$ cat config.mk
export PLATFORM = sky130hd
export DESIGN_NAME = huffman_encoder
export DESIGN_NICKNAME = d
export VERILOG_FILES = /design/src/rtl/huff_pkg.sv /design/src/rtl/huffman_encoder_min2.sv /design/src/rtl/huffman_encoder.sv
export SDC_FILE = /design/constraint.sdc
export NUM_CORES = 1
export LEC_CHECK = 0
export BUFFER_PORTS_ARGS = -buffer_cell sky130_fd_sc_hd__buf_2
export CORE_UTILIZATION = 61
export CTS_BUF_LIST = sky130_fd_sc_hd__clkbuf_16
export CTS_CLUSTER_SIZE = 16
export DETAILED_ROUTE_END_ITERATION = 12
export GPL_ROUTABILITY_DRIVEN = 0
export HOLD_SLACK_MARGIN = 0.03
export PLACE_DENSITY = 0.78
export SETUP_SLACK_MARGIN = 0.1
export SYNTH_ARGS = -nofsm -noshare
export SYNTH_HDL_FRONTEND = slang
export SYNTH_SLANG_ARGS = --single-unit
$ cat constraint.sdc
create_clock -name clk -period 21.3 [get_ports clk]
set_input_delay 2.13 -clock clk [delete_from_list [all_inputs] [get_ports clk]]
set_output_delay 2.13 -clock clk [all_outputs]
set_load 0.1 [all_outputs]
$ cat src/rtl/huff_pkg.sv
// Shared types and constants for the three-symbol Huffman encoder.
//   MAX_CHAR_COUNT : symbols per run
//   FREQ_W / SUM_W : input frequency width / internal node frequency width
//   CODE_W         : code value and mask width
//   NODE_CNT       : leaves plus internal nodes (2N-1)
//   state_t        : top-level run sequencing
//   node_t         : one entry of the tree node array
package huff_pkg;

   localparam int MAX_CHAR_COUNT = 3;
   localparam int FREQ_W         = 3;
   localparam int CODE_W         = MAX_CHAR_COUNT;
   localparam int NODE_CNT       = 2 * MAX_CHAR_COUNT - 1;
   localparam int SUM_W          = FREQ_W + 2;
   localparam int IDX_W          = 3;
   localparam int CNT_W          = 2;
   localparam int OCNT_W         = 3;
   // ranking key = {freq, is_leaf, index}; smaller key ranks first
   localparam int KEY_W          = SUM_W + 1 + IDX_W;

   typedef enum logic [2:0] {
      LOAD,
      BUILD,
      ENCODE,
      OUTPUT,
      DONE
   } state_t;

   typedef struct packed {
      logic [SUM_W-1:0] freq;
      logic             is_leaf;
      logic             active;
      logic [IDX_W-1:0] child0;
      logic [IDX_W-1:0] child1;
   } node_t;

   // Internal nodes get is_leaf=0 so they win frequency ties against leaves;
   // the index then orders leaves by input position and internal nodes by age.
   function automatic logic [KEY_W-1:0] rank_key(input logic [SUM_W-1:0] freq,
                                                 input logic             is_leaf,
                                                 input logic [IDX_W-1:0] idx);
      return {freq, is_leaf, idx};
   endfunction

endpackage

$ cat src/rtl/huffman_encoder_min2.sv
// Combinational selection of the two lowest-ranked active nodes.
//   node_freq / node_leaf / node_act : per-node fields of the node array
//   min0_idx : smallest active node (becomes child-0)
//   min1_idx : second smallest active node (becomes child-1)
import huff_pkg::*;

module huff_min2 (
   input  logic [NODE_CNT-1:0][SUM_W-1:0] node_freq,
   input  logic [NODE_CNT-1:0]            node_leaf,
   input  logic [NODE_CNT-1:0]            node_act,
   output logic [IDX_W-1:0]               min0_idx,
   output logic [IDX_W-1:0]               min1_idx
);

   logic [KEY_W-1:0] k0, k1, key;

   // Keys are unique (index is part of the key) and never all-ones, so
   // starting from all-ones guarantees the first active nodes replace them.
   always_comb begin
      k0       = '1;
      k1       = '1;
      key      = '0;
      min0_idx = '0;
      min1_idx = '0;
      for (int i = 0; i < NODE_CNT; i++) begin
         key = rank_key(node_freq[i], node_leaf[i], IDX_W'(i));
         if (node_act[i]) begin
            if (key < k0) begin
               k1       = k0;
               min1_idx = min0_idx;
               k0       = key;
               min0_idx = IDX_W'(i);
            end else if (key < k1) begin
               k1       = key;
               min1_idx = IDX_W'(i);
            end
         end
      end
   end

endmodule

$ cat src/rtl/huffman_encoder.sv
// Three-symbol Huffman encoder behind a 12-bit pin-limited interface.
//   clk    : rising-edge clock
//   reset  : synchronous, active-low; aborts any run and returns to LOAD
//   io_in  : [11] load valid, [10:8] frequency, [7:0] ASCII character
//   io_out : [11:9] zero, [8] output valid, [7:0] payload
// Flow: LOAD (3 symbols) -> BUILD (2 merges) -> ENCODE (1 cycle)
//       -> OUTPUT (char word + {mask,value} word per leaf) -> DONE.
import huff_pkg::*;

module huffman_encoder (
   input  logic        clk,
   input  logic        reset,
   input  logic [11:0] io_in,
   output logic [11:0] io_out
);

   state_t                                 state_q, state_d;
   logic [CNT_W-1:0]                       load_cnt_q, load_cnt_d;
   node_t [NODE_CNT-1:0]                   nodes_q, nodes_d;
   logic [MAX_CHAR_COUNT-1:0][4:0]         chars_q, chars_d;
   logic [IDX_W-1:0]                       new_idx_q, new_idx_d;
   logic [MAX_CHAR_COUNT-1:0][CODE_W-1:0]  code_q, code_d;
   logic [MAX_CHAR_COUNT-1:0][CODE_W-1:0]  mask_q, mask_d;
   logic [OCNT_W-1:0]                      out_cnt_q, out_cnt_d;
   logic [11:0]                            io_out_q, io_out_d;

   logic [NODE_CNT-1:0][SUM_W-1:0]         node_freq;
   logic [NODE_CNT-1:0]                    node_leaf;
   logic [NODE_CNT-1:0]                    node_act;
   logic [IDX_W-1:0]                       min0_idx, min1_idx;

   node_t                                  nd;
   logic [IDX_W-1:0]                       cur;
   logic [CODE_W-1:0]                      val, msk;
   logic                                   found;
   logic [1:0]                             leaf;

   // upper character bits are rebuilt as 3'b011 on output
   logic unused_char_hi;
   assign unused_char_hi = ^io_in[7:5];

   always_comb begin
      for (int i = 0; i < NODE_CNT; i++) begin
         node_freq[i] = nodes_q[i].freq;
         node_leaf[i] = nodes_q[i].is_leaf;
         node_act[i]  = nodes_q[i].active;
      end
   end

   huff_min2 u_min2 (
      .node_freq (node_freq),
      .node_leaf (node_leaf),
      .node_act  (node_act),
      .min0_idx  (min0_idx),
      .min1_idx  (min1_idx)
   );

   always_comb begin
      state_d    = state_q;
      load_cnt_d = load_cnt_q;
      nodes_d    = nodes_q;
      chars_d    = chars_q;
      new_idx_d  = new_idx_q;
      code_d     = code_q;
      mask_d     = mask_q;
      out_cnt_d  = out_cnt_q;
      io_out_d   = '0;
      nd         = '0;
      cur        = '0;
      val        = '0;
      msk        = '0;
      found      = 1'b0;
      leaf       = out_cnt_q[2:1];

      case (state_q)
         LOAD: begin
            if (io_in[11]) begin
               nodes_d[load_cnt_q].freq    = SUM_W'(io_in[10:8]);
               nodes_d[load_cnt_q].is_leaf = 1'b1;
               nodes_d[load_cnt_q].active  = 1'b1;
               nodes_d[load_cnt_q].child0  = '0;
               nodes_d[load_cnt_q].child1  = '0;
               chars_d[load_cnt_q]         = io_in[4:0];
               if (load_cnt_q == CNT_W'(MAX_CHAR_COUNT - 1)) begin
                  load_cnt_d = '0;
                  state_d    = BUILD;
               end else begin
                  load_cnt_d = load_cnt_q + 1'b1;
               end
            end
         end

         BUILD: begin
            nd.freq    = nodes_q[min0_idx].freq + nodes_q[min1_idx].freq;
            nd.is_leaf = 1'b0;
            nd.active  = 1'b1;
            nd.child0  = min0_idx;
            nd.child1  = min1_idx;
            nodes_d[min0_idx].active = 1'b0;
            nodes_d[min1_idx].active = 1'b0;
            nodes_d[new_idx_q]       = nd;
            new_idx_d = new_idx_q + 1'b1;
            if (new_idx_q == IDX_W'(NODE_CNT - 1)) state_d = ENCODE;
         end

         // Root is the last node built. With three symbols every internal
         // node has at most one internal child, so when the leaf is not a
         // direct child the walk descends into the internal one.
         ENCODE: begin
            for (int l = 0; l < MAX_CHAR_COUNT; l++) begin
               cur   = IDX_W'(NODE_CNT - 1);
               val   = '0;
               msk   = '0;
               found = 1'b0;
               for (int d = 0; d < CODE_W; d++) begin
                  if (!found) begin
                     val = {val[CODE_W-2:0], 1'b0};
                     msk = {msk[CODE_W-2:0], 1'b1};
                     if (nodes_q[cur].child0 == IDX_W'(l)) begin
                        found = 1'b1;
                     end else if (nodes_q[cur].child1 == IDX_W'(l)) begin
                        val[0] = 1'b1;
                        found  = 1'b1;
                     end else if (!nodes_q[nodes_q[cur].child0].is_leaf) begin
                        cur = nodes_q[cur].child0;
                     end else begin
                        val[0] = 1'b1;
                        cur    = nodes_q[cur].child1;
                     end
                  end
               end
               code_d[l] = val;
               mask_d[l] = msk;
            end
            out_cnt_d = '0;
            state_d   = OUTPUT;
         end

         OUTPUT: begin
            if (!out_cnt_q[0])
               io_out_d = {3'b000, 1'b1, 3'b011, chars_q[leaf]};
            else
               io_out_d = {3'b000, 1'b1, 2'b00, mask_q[leaf], code_q[leaf]};
            if (out_cnt_q == OCNT_W'(2 * MAX_CHAR_COUNT - 1))
               state_d = DONE;
            else
               out_cnt_d = out_cnt_q + 1'b1;
         end

         DONE: ;

         default: state_d = LOAD;
      endcase
   end

   always_ff @(posedge clk) begin
      if (!reset) begin
         state_q    <= LOAD;
         load_cnt_q <= '0;
         nodes_q    <= '0;
         chars_q    <= '0;
         new_idx_q  <= IDX_W'(MAX_CHAR_COUNT);
         code_q     <= '0;
         mask_q     <= '0;
         out_cnt_q  <= '0;
         io_out_q   <= '0;
      end else begin
         state_q    <= state_d;
         load_cnt_q <= load_cnt_d;
         nodes_q    <= nodes_d;
         chars_q    <= chars_d;
         new_idx_q  <= new_idx_d;
         code_q     <= code_d;
         mask_q     <= mask_d;
         out_cnt_q  <= out_cnt_d;
         io_out_q   <= io_out_d;
      end
   end

   assign io_out = io_out_q;

endmodule

==> key figures <==
Place
  • PortBufs: 18
  • Placed Cells: 1438
  • Pre-CTS WS: about 10000 ps
  • DPL Wire Length: 22340 um

STA
  • Setup violators final: 0
  • Actual slew at the worst max-slew pin: ~1100 ps
  • Setup Skew: 7.350 ps
  • Fin Setup TNS: 0 ps
  • Fmax: 0.08533 GHz
  • Max-slew headroom: 0.2927
  • Hold Fails Final Rpt: 0
  • RSZ-0062 raised after global routing: false
  • Setup ws final: 9580 ps
  • Fin crit share: 0.5502
  • Tmin final: 11720 ps
  • Pins Over Slew Limit: 0

Flow run
  • Max_cap viols: 0

Yosys
  • Mapped Area: 0.009524 mm^2
  • Ys Warns: 0
  • FF+latch count, synth: 114
  • Seq/Total Area, Yosys: 0.2396
  • Async S/R FF share, synth: 0
  • Synth Flop Type: dfxtp_1
  • Synth Area per Inst: 7.332 um^2
  • Synth cell types: 99
  • EDFF count, synth: 0
  • Cell count after synthesis: 1299

Route
  • DR iter-0 viols: roughly 1700
  • Via Count: around 11000
  • DRT Pass-1 Iters: 9
  • Via density per instance: 7.237
  • Total Wirelength: 31940 um
  • Post-route ant nets: 0
  • DR WL/cell: 21.73 um
  • DRC viols: 0

Clock network
  • Max clock buf depth: 2
  • Clk Tree Root Cell: clkbuf_16
  • Number of setup buffers added after CTS: 0
  • Inserted Clock Buffers: 17
  • H-tree depth: 4
  • Reg clk slew, reported paths: 60 ps
  • Hold buffer count at CTS: 0
  • CTS tree: done
  • Clk_lat worst skew: 420 ps
  • Clk sinks: 114
  • Post-CTS sizing: 0

Worst setup path
  • Worst path required time: 21640 ps
  • Slowest library cell on the worst path: a211oi_1
  • Most common cell on crit path: a21oi_1
  • Critical path peak fanout: 17
  • Startpoint Class: flop
  • Reg2reg path depth: 48
  • CP Capture Type: flop
  • Kind of critical path: reg2reg
  • Worst path arrival time: 12060 ps
  • Max incr delay on CP: just under 800 ps

Final layout
  • Final #Nets: 1322
  • Fraction of final layout cells with drive strength greater than 1: 0.08736
  • Final Non-Filler Cells: 1470
  • Syn-to-layout area delta: 6.489%
  • Antenna cell count: 0

Power and ir drop
  • Peak VDD IR: 0.07806 mV
  • Leak: just under 4 nW
  • Pwr dens: 58.43 mW/mm^2

Hold path
  • Tightest Hold Check Type: reg2reg
  • Hold Path Cell Cnt: 2

Floorplan
  • Starting Density: 0.6265
  • Die height: 127.0 um
  • Num rows: 45
  • Die area: approximately 0.016 mm^2
  • IO Pins: 26
  • Core Region: 0.01520 mm^2
  • Die X: 127.0 um

Global route
  • Largest net degree at the start of global routing: just over 100
  • First-pass GRT wire length: about 50000 um
  • Vias in the first global route: roughly 9400
  • GRT Util Overall: 0.3994
  • Total gr overflow: 0
  • Initial antenna violation count: 0

Outcome
  • Run status: complete, no violations
per-stage QoR:
stage / hold slack (ps) / util / total power, mW / cell area [um^2]
global route: 485.4 / 0.6672 / 0.6123 / 10140
detailed placement: 446.6 / 0.6297 / 0.3183 / 9573
finish: 453.5 / 0.6672 / 0.5926 / 10140
floorplan: 431.7 / - / 0.2944 / 9535
CTS: 455.0 / 0.6672 / 0.5902 / 10140
global placement: 442.9 / 0.6297 / 0.3168 / 9573
flip-flops by register name, indices dropped and copies added, names as in the netlist, 3 cells and up:
signal	cells
chars_q	15
code_q	9
io_out	8
mask_q	7
new_idx_q	3
node_act	5
node_freq	25
node_leaf	4
nodes_q	30
out_cnt_q	3
state_q	3
area by class of cell:
class / instances / area (um^2)
sequential: 114 / 2282
inverter: 50 / 187.7
clock inverter: 15 / 143.9
fill: 1327 / 5060
timing repair buffer: 29 / 172.7
tap: 188 / 235.2
multi-input combinational: 1057 / 6695
clock buffer: 17 / 425.4
cell families (layout without fill, tap and decap cells):
logic type / count (synthesis) / in the layout / synth area share
fa+ha+maj: 44 / 44 / 0.05728
simple gates: 491 / 491 / 0.2407
other cells: 1 / 4 / 0.0003937
flops: 114 / 114 / 0.2396
buf+inv: 131 / 111 / 0.05859
mux: 51 / 51 / 0.06293
compound gates: 459 / 459 / 0.3332
xor+xnor: 8 / 8 / 0.007357
worst max-delay path: cells and delay by family (launching register included):
| family | cells | cell delay, ps |
|---|---|---|
| buffers and inverters | 5 | 640 |
| and+or+nand+nor | 10 | 1870 |
| xor gates and xnor gates | 2 | 660 |
| DFF | 1 | 560 |
| adders and majority gates | 6 | 1500 |
| muxes | 3 | 950 |
| AOI/OAI and AO/OA | 22 | 5450 |
Yosys cell counts, types with 11 or more instances:
library cell / count / share of area
dfxtp_1: 114 / 0.24
a21oi_1: 126 / 0.066
buf_2: 11 / 0.0058
nor3b_1: 11 / 0.0087
nor2_1: 158 / 0.062
and3_1: 12 / 0.0079
clkbuf_1: 57 / 0.022
o221ai_1: 12 / 0.011
a31oi_1: 26 / 0.017
ha_1: 38 / 0.050
o211ai_1: 14 / 0.011
nand2_1: 146 / 0.058
o22ai_1: 20 / 0.013
a21o_1: 17 / 0.013
mux2i_1: 34 / 0.036
nand3_1: 51 / 0.027
nand2b_1: 11 / 0.0072
a22oi_1: 15 / 0.012
nor3_1: 28 / 0.015
o21ai_0: 63 / 0.033
inv_1: 48 / 0.019
a211oi_1: 28 / 0.022
where the power goes:
part / internal, mW / leakage [nW] / switching [mW]
logic: 0.0307 / 2.66 / 0.0632
clock network: 0.163 / 0.275 / 0.111
registers: 0.217 / 0.921 / 0.00764
total: 0.411 / 3.86 / 0.182
layout by cell type, fill, tap and decap left out, types with 14 or more instances in the layout:
master | Yosys | final
nor2_1 | 158 | 158
nand2_1 | 146 | 146
a21oi_1 | 126 | 126
dfxtp_1 | 114 | 114
o21ai_0 | 63 | 63
nand3_1 | 51 | 51
inv_1 | 48 | 47
ha_1 | 38 | 38
mux2i_1 | 34 | 34
a211oi_1 | 28 | 28
nor3_1 | 28 | 28
a31oi_1 | 26 | 26
o22ai_1 | 20 | 20
buf_2 | 11 | 18
a21o_1 | 17 | 17
clkbuf_16 | 0 | 17
a22oi_1 | 15 | 15
o211ai_1 | 14 | 14
worst paths after layout:
path / from / end / slack (ps)
worst max register to register: node_act[0] / node_freq[14] / 9580
worst min-delay path: chars_q[6] / chars_q[6] / 450
worst min register to register: chars_q[6] / chars_q[6] / 450
worst max-delay path: node_act[0] / node_freq[14] / 9580
routing by layer:
metal,GRT usage,part of all wire
met5,0,0
met4,0.1716,0.045
met3,0.1080,0.13
met2,0.5895,0.42
met1,0.5457,0.40
Note: power is estimated with default switching activity, not from simulation.
